[src/rtl/wb_spram_bridge.sv]
// wb_spram_bridge: Wishbone B4 classic slave in front of a single-port
// synchronous RAM (clock/address/data/q/wren/cen). Read and full-word write
// transfers ack after one cycle.
//
// Optional feature macro: WB_SPRAM_BYTE_RMW_EN
//   defined   - partial byte-select writes become a read-modify-write
//               (read in IDLE, merged write in RMW_WR) and ack after two cycles.
//   undefined - partial byte-select writes leave the RAM untouched and
//               terminate with wb_err_o after one cycle.
module wb_spram_bridge #(
    parameter int size       = 'h2000,
    parameter int addr_width = $clog2(size),
    parameter int data_width = 16
) (
    input  logic                      clock,
    input  logic                      reset_n,
    input  logic                      wb_cyc_i,
    input  logic                      wb_stb_i,
    input  logic                      wb_we_i,
    input  logic [addr_width-1:0]     wb_adr_i,
    input  logic [data_width-1:0]     wb_dat_i,
    input  logic [data_width/8-1:0]   wb_sel_i,
    output logic [data_width-1:0]     wb_dat_o,
    output logic                      wb_ack_o,
    output logic                      wb_err_o,
    output logic [addr_width-1:0]     ram_address,
    output logic [data_width-1:0]     ram_data,
    output logic                      ram_wren,
    output logic                      ram_cen,
    input  logic [data_width-1:0]     ram_q
);

    localparam int sel_width = data_width / 8;

    typedef enum logic [1:0] {
        IDLE   = 2'd0,
        RMW_WR = 2'd1,
        DONE   = 2'd2
    } state_t;

    state_t                  state;
    logic                    ack_r;
    logic                    err_r;
    logic [addr_width-1:0]   adr_q;
    logic [data_width-1:0]   dat_q;
`ifdef WB_SPRAM_BYTE_RMW_EN
    logic [sel_width-1:0]    sel_q;
`endif

    logic req;
    logic full_sel;

    assign req      = wb_cyc_i & wb_stb_i;
    assign full_sel = &wb_sel_i;

`ifdef WB_SPRAM_BYTE_RMW_EN
    // Byte-lane merge: selected lanes take new data, the rest keep the RAM word.
    function automatic logic [data_width-1:0] byte_merge(
        input logic [data_width-1:0] new_word,
        input logic [data_width-1:0] old_word,
        input logic [sel_width-1:0]  sel
    );
        logic [data_width-1:0] r;
        for (int i = 0; i < sel_width; i++) begin
            r[i*8 +: 8] = sel[i] ? new_word[i*8 +: 8] : old_word[i*8 +: 8];
        end
        return r;
    endfunction
`endif

    // Read data is the RAM output directly; it is valid in the ack cycle.
    assign wb_dat_o = ram_q;

    // Terminations are suppressed if the master has already dropped the cycle.
    assign wb_ack_o = ack_r & wb_cyc_i;
    assign wb_err_o = err_r & wb_cyc_i;

    // RAM strobes decoded from the state; IDLE uses the live bus request so the
    // access launches on the accept edge, later states use the latched copy.
    always_comb begin
        ram_cen     = 1'b0;
        ram_wren    = 1'b0;
        ram_address = adr_q;
        ram_data    = dat_q;
        case (state)
            IDLE: begin
                ram_address = wb_adr_i;
                ram_data    = wb_dat_i;
                if (req && reset_n) begin
                    if (!wb_we_i) begin
                        ram_cen = 1'b1;
                    end else if (full_sel) begin
                        ram_cen  = 1'b1;
                        ram_wren = 1'b1;
                    end else begin
`ifdef WB_SPRAM_BYTE_RMW_EN
                        // Fetch the old word for the merge.
                        ram_cen = 1'b1;
`endif
                    end
                end
            end
`ifdef WB_SPRAM_BYTE_RMW_EN
            RMW_WR: begin
                if (wb_cyc_i) begin
                    ram_cen  = 1'b1;
                    ram_wren = 1'b1;
                    ram_data = byte_merge(dat_q, ram_q, sel_q);
                end
            end
`endif
            default: ;
        endcase
    end

    // Transfer sequencing and registered ack/err generation.
    always_ff @(posedge clock or negedge reset_n) begin
        if (!reset_n) begin
            state <= IDLE;
            ack_r <= 1'b0;
            err_r <= 1'b0;
        end else begin
            ack_r <= 1'b0;
            err_r <= 1'b0;
            case (state)
                IDLE: begin
                    if (req) begin
                        if (!wb_we_i || full_sel) begin
                            state <= DONE;
                            ack_r <= 1'b1;
                        end else begin
`ifdef WB_SPRAM_BYTE_RMW_EN
                            state <= RMW_WR;
`else
                            state <= DONE;
                            err_r <= 1'b1;
`endif
                        end
                    end
                end
`ifdef WB_SPRAM_BYTE_RMW_EN
                RMW_WR: begin
                    if (wb_cyc_i) begin
                        state <= DONE;
                        ack_r <= 1'b1;
                    end else begin
                        state <= IDLE;
                    end
                end
`endif
                // DONE never accepts, so a held strobe is not re-issued.
                default: state <= IDLE;
            endcase
        end
    end

    // Capture the request on accept for use in later states.
    always_ff @(posedge clock) begin
        if (state == IDLE && req) begin
            adr_q <= wb_adr_i;
            dat_q <= wb_dat_i;
`ifdef WB_SPRAM_BYTE_RMW_EN
            sel_q <= wb_sel_i;
`endif
        end
    end

endmodule

[config.mk]
export PLATFORM = sky130hd
export DESIGN_NAME = wb_spram_bridge
export DESIGN_NICKNAME = d
export VERILOG_FILES = /design/src/rtl/wb_spram_bridge.sv
export SDC_FILE = /design/constraint.sdc
export NUM_CORES = 1
export LEC_CHECK = 0
export CORE_UTILIZATION = 30
export DETAILED_ROUTE_END_ITERATION = 7
export PLACE_DENSITY = 0.69
export SETUP_SLACK_MARGIN = 0.4
export SLEW_MARGIN = 25
export SYNTH_ARGS = -nofsm -noshare
export SYNTH_HDL_FRONTEND = slang
export SYNTH_SLANG_ARGS = --single-unit
[constraint.sdc]
create_clock -name clock -period 2 [get_ports clock]
set_input_delay 0.4 -clock clock [delete_from_list [all_inputs] [get_ports clock]]
set_output_delay 0.4 -clock clock [all_outputs]
set_load 0.05 [all_outputs]
**After elaboration in Yosys (flattened, before gate mapping)**

Index checks and enable logic that the tools add are counted.

- Bits in registers: 33
- Output and inout port bits: 49

- Eq/ne operators: 1
- Multiplexer cells: 17
- Bitwise logic cells: 3
- Reductions and logical operators: 6

Operators by type and width:

| kind | number |
|---|---|
| $mux W16 | 1 |
| $mux W1 | 13 |
| $mux W13 | 1 |
| $mux W2 | 2 |
| $and A1 B1 Y1 | 3 |
| $logic_and A1 B1 Y1 | 2 |
| $logic_not A2 Y1 | 1 |
| $ne A2 B2 Y1 const B | 1 |
| $reduce_and A2 Y1 | 1 |
| $logic_not A1 Y1 | 1 |
| $logic_or A1 B1 Y1 | 1 |

**Longest topological paths before layout**

- Word-level depth: 5
- Gate-level depth with buffers: 3

**Least setup slack after synthesis**

Ideal clock, no wire load.

- Path kind: reg2out
- From: reg state[1]
- To: out ram_wren
- Arrival time: 1.385 ns
- Data required time: 1.600 ns
- Setup slack: 0.215 ns
- Cell stages (with the launch flop): 4
- Path buffers: 1
- Path through: dfrtp_1 -> buf_6 -> nand3b_4 -> nor2_1

- Cells in the longest elaborated chain, start to end: 2

Ends and longest elaborated chain:

| item | RTL line | text |
|---|---|---|
| from (decl) | 41 | `state_t state;` |
| from (signal assigned) | 119 | `state <= IDLE;` |
| from (signal assigned) | 129 | `state <= DONE;` |
| from (signal assigned) | 135 | `state <= DONE;` |
| $logic_not A2 Y1 | 85 | `case (state)` |
| $mux W1 | 85 |  |
| to (decl) | 28 | `output logic ram_wren,` |

Every way passes these cells.

**Worst setup path after layout**

- From: in wb_stb_i
- To: out ram_cen

- Cells in the longest elaborated chain, start to end: 4

Ends and longest elaborated chain:

| item | RTL line | text |
|---|---|---|
| from (decl) | 18 | `input logic wb_stb_i,` |
| $and A1 B1 Y1 | 53 | `assign req = wb_cyc_i & wb_stb_i;` |
| $logic_and A1 B1 Y1 | 89 | `if (req && reset_n) begin` |
| $mux W1 | 89 |  |
| $mux W1 | 85 |  |
| to (decl) | 29 | `output logic ram_cen,` |

Every way passes these cells.

==> metrics.md <==
| Metric | Value |
|---|---|
| Drt pass-1 iters | `4` |
| Num CTS Buffers | `5` |
| Sequential share of power | `46.7%` |
| Setup crit start kind | `primary input` |
| Postcts setup bufs | `0` |
| Worst path top cell family by delay | `buffers and inverters` |
| Setup TNS | `0 ns` |
| Slew HR | `82.45%` |
| Max-slew violations | `0` |
| Initial antenna violation count | `0` |
| Area Overhead vs Synth | `45.30%` |
| Root buffer cell | `clkbuf_8` |
| Final cycle utilization of the critical path | `91.12%` |
| GPL Wtd Cong | `0.6889` |
| Peak per-stage delay on the critical path | `0.52 ns` |
| Vias in the first global route | `1054` |
| Final Hold Fails | `0` |
| Grt total ovfl | `0` |
| CTS tree | `built` |
| Minimum clock period | `1.822 ns` |
| Filler cells | `419` |
| Comb power frac | `25.6%` |
| Outcome | `completed` |
| Maximum fanout along the worst path | `6` |
| Die area | `5296 um^2` |
| PortBufs | `68` |
| Internal Power | `1.178 mW` |
| Worst slack at placement | `0.09194 ns` |
| Area of the multi-input gates | `399.1 um^2` |
| Total net switching power | `470.7 uW` |
| Placed Area | `2095 um^2` |
| Slowest stage cell, crit path | `clkdlybuf4s50_1` |
| Die height | `72.78 um` |
| Routed WL | `2959 um` |
| Worst Setup SP | `wb_stb_i` |
| Fin util | `45.62%` |
| Skew final | `0.003194 ns` |
| Critical Path RT | `1.60 ns` |
| Share of post-route cells with drive strength above 1 | `47.68%` |
| Syn Inst Count | `91` |
| RR Startpoint | `state[1]` |
| DR vias/cell | `4.390` |
| Clock sink total | `32` |
| EDFF count, synth | `29` |
| Mapped cell area | `1503 um^2` |
| Reg2Reg Depth | `4` |
| H-tree Lvls | `2` |
| End of the critical path | `ram_cen` |
| Antenna Nets Post-Route | `0` |
| CORE AREA | `4786 um^2` |
| Die width | `72.78 um` |
| Clock buffer depth | `2` |
| Wire length per cell | `13.57 um` |
| Post-Syn Nets | `143` |
| Leak | `0.8402 nW` |
| HPWL reported at the end of detailed placement | `2148 um` |
| Ys async rst share | `9.375%` |
| RSZ-0062 raised after global routing | `yes` |
| Worst EP arrival | `1.42 ns` |
| Sw Share | `28.54%` |
| Tightest Pin Transition | `0.2627 ns` |
| Synth top area share | `57.95%` |
| Synth Warn # | `0` |
| Reg-to-reg slack, setup | `0.55 ns` |
| Reg2reg end | `dat_q[5]` |
| # nets final | `202` |
| Clock Power Share | `27.7%` |
| Cell Rows | `25` |
| Avg Cell Area, Syn | `16.51 um^2` |
| Starting DRT DRC Count | `23` |
| Buffers & Inverters on Critical Path | `2` |
| Setup crit end kind | `primary output` |
| Max_cap viols | `0` |
| Synth top cells by count | `edfxtp_1, mux2_2, buf_4, dfrtp_1` |
| Total GRT Usage | `12.22%` |
| PD cells | `755.3 nW/um^2` |
| Design area | `2183 um^2` |
| N_diodes | `0` |
| Worst skew pair latency | `0.27 ns` |
| Ys flop type | `edfxtp_1` |
| Worst VDD drop | `0.3855 mV` |
| Leading post-synthesis cells by cell area | `edfxtp_1, mux2_2, buf_4, dfrtp_1, buf_6` |
| Crit path depth | `4` |
| Initial Util | `31.40%` |
| DRC viols | `0` |
| Sequential area share after synthesis | `62.95%` |
| Largest net degree at the start of global routing | `31` |
| Vias | `957` |
| Setup Viol. Count Final | `0` |
| Hold WC Path Type | `primary input to async pin` |
| FF/Latch Area | `945.9 um^2` |
| I/O pin count | `101` |
| Leading area contributor after synthesis | `edfxtp_1` |
| Netlist cell types | `13` |
| First-pass GRT wire length | `4857 um` |
| Final setup margin | `0.1776 ns` |
| WS Path Type | `primary input to primary output` |
| Worst-path cell chain | `clkdlybuf4s50_1 > nand3b_4 > nor3b_2 > buf_6` |
| FF+latch count, synth | `32` |
| Fmax achieved | `548.7 MHz` |
| Clock slew at reported path FFs | `0.06 ns` |
## cell type report
cell class	instances	area share, %
clock buffer	7	3.496
clock inverter	1	0.1719
inverter	2	0.3438
multi-input combinational	38	18.28
sequential	32	43.32
tap	67	3.840
timing repair buffer	71	30.54
## registers in the layout, summed over array words and instances (netlist names)
signal and cells:
ack_r 1, adr_q 13, dat_q 16, err_r 1, state 1
## per-layer routing
metal / part of all wire [%] / GRT usage, %
met1: 40 / 15.34
met2: 49 / 18.48
met3: 8.4 / 5.110
met4: 1.8 / 5.229
met5: 0 / 0
## cells by family after synthesis
group	count (synthesis)	share of synthesized area, %
flops	32	62.95
mux	29	21.73
buf+inv	21	10.49
simple gates	8	4.330
compound gates	1	0.4998
## how the worst min path moves through the flow
stage,from,to,slack [ns],cells after the start
2_1_floorplan,reset_n,ack_r,0.10,0
3_3_place_gp,reset_n,ack_r,0.61,1
3_5_place_dp,reset_n,ack_r,0.62,1
4_1_cts,reset_n,state[1],0.06,1
5_1_grt,reset_n,ack_r,0.07,1
6_report,reset_n,state[1],0.06,1
## cells in the final DEF (no fill, tap or decap)
cell type,instances
clkbuf_1,2
buf_6,2
nand4_1,1
dfrtp_1,3
nor2b_1,1
nand3b_4,1
mux2_2,29
nor2_1,2
a21boi_1,1
buf_4,31
and2_1,2
dlygate4sd2_1,1
clkinv_1,1
inv_1,2
nor3b_2,1
buf_12,3
clkbuf_8,5
dlymetal6s2s_1,1
clkdlybuf4s50_1,33
edfxtp_1,29
## what timing repair did
| item | CTS | global route |
|---|---|---|
| setup endpoints to repair | 33 | 33 |
| hold buffers | 0 | 0 |
| resized for setup | 4 | 1 |
| endpoints found under the hold margin | 0 | 0 |
## power by group through the flow
stage | logic (mW) | registers, mW | clock network, mW
final | 0.423 | 0.769 | 0.457
after floorplan | 0.343 | 0.781 | 0
after CTS | 0.427 | 0.769 | 0.479
after global routing | 0.442 | 0.772 | 0.512
after global placement | 0.417 | 0.782 | 0
after detailed placement | 0.426 | 0.783 | 0
## stage by stage
step / power (mW) / hold slack, ns / instances
after floorplan: 1.125 / 0.1044 / 91
after global placement: 1.200 / 0.6084 / 210
after detailed placement: 1.209 / 0.6218 / 210
after CTS: 1.676 / 0.06050 / 218
after global routing: 1.725 / 0.06644 / 218
final: 1.649 / 0.06378 / 218
(Power assumes the default switching activity.)
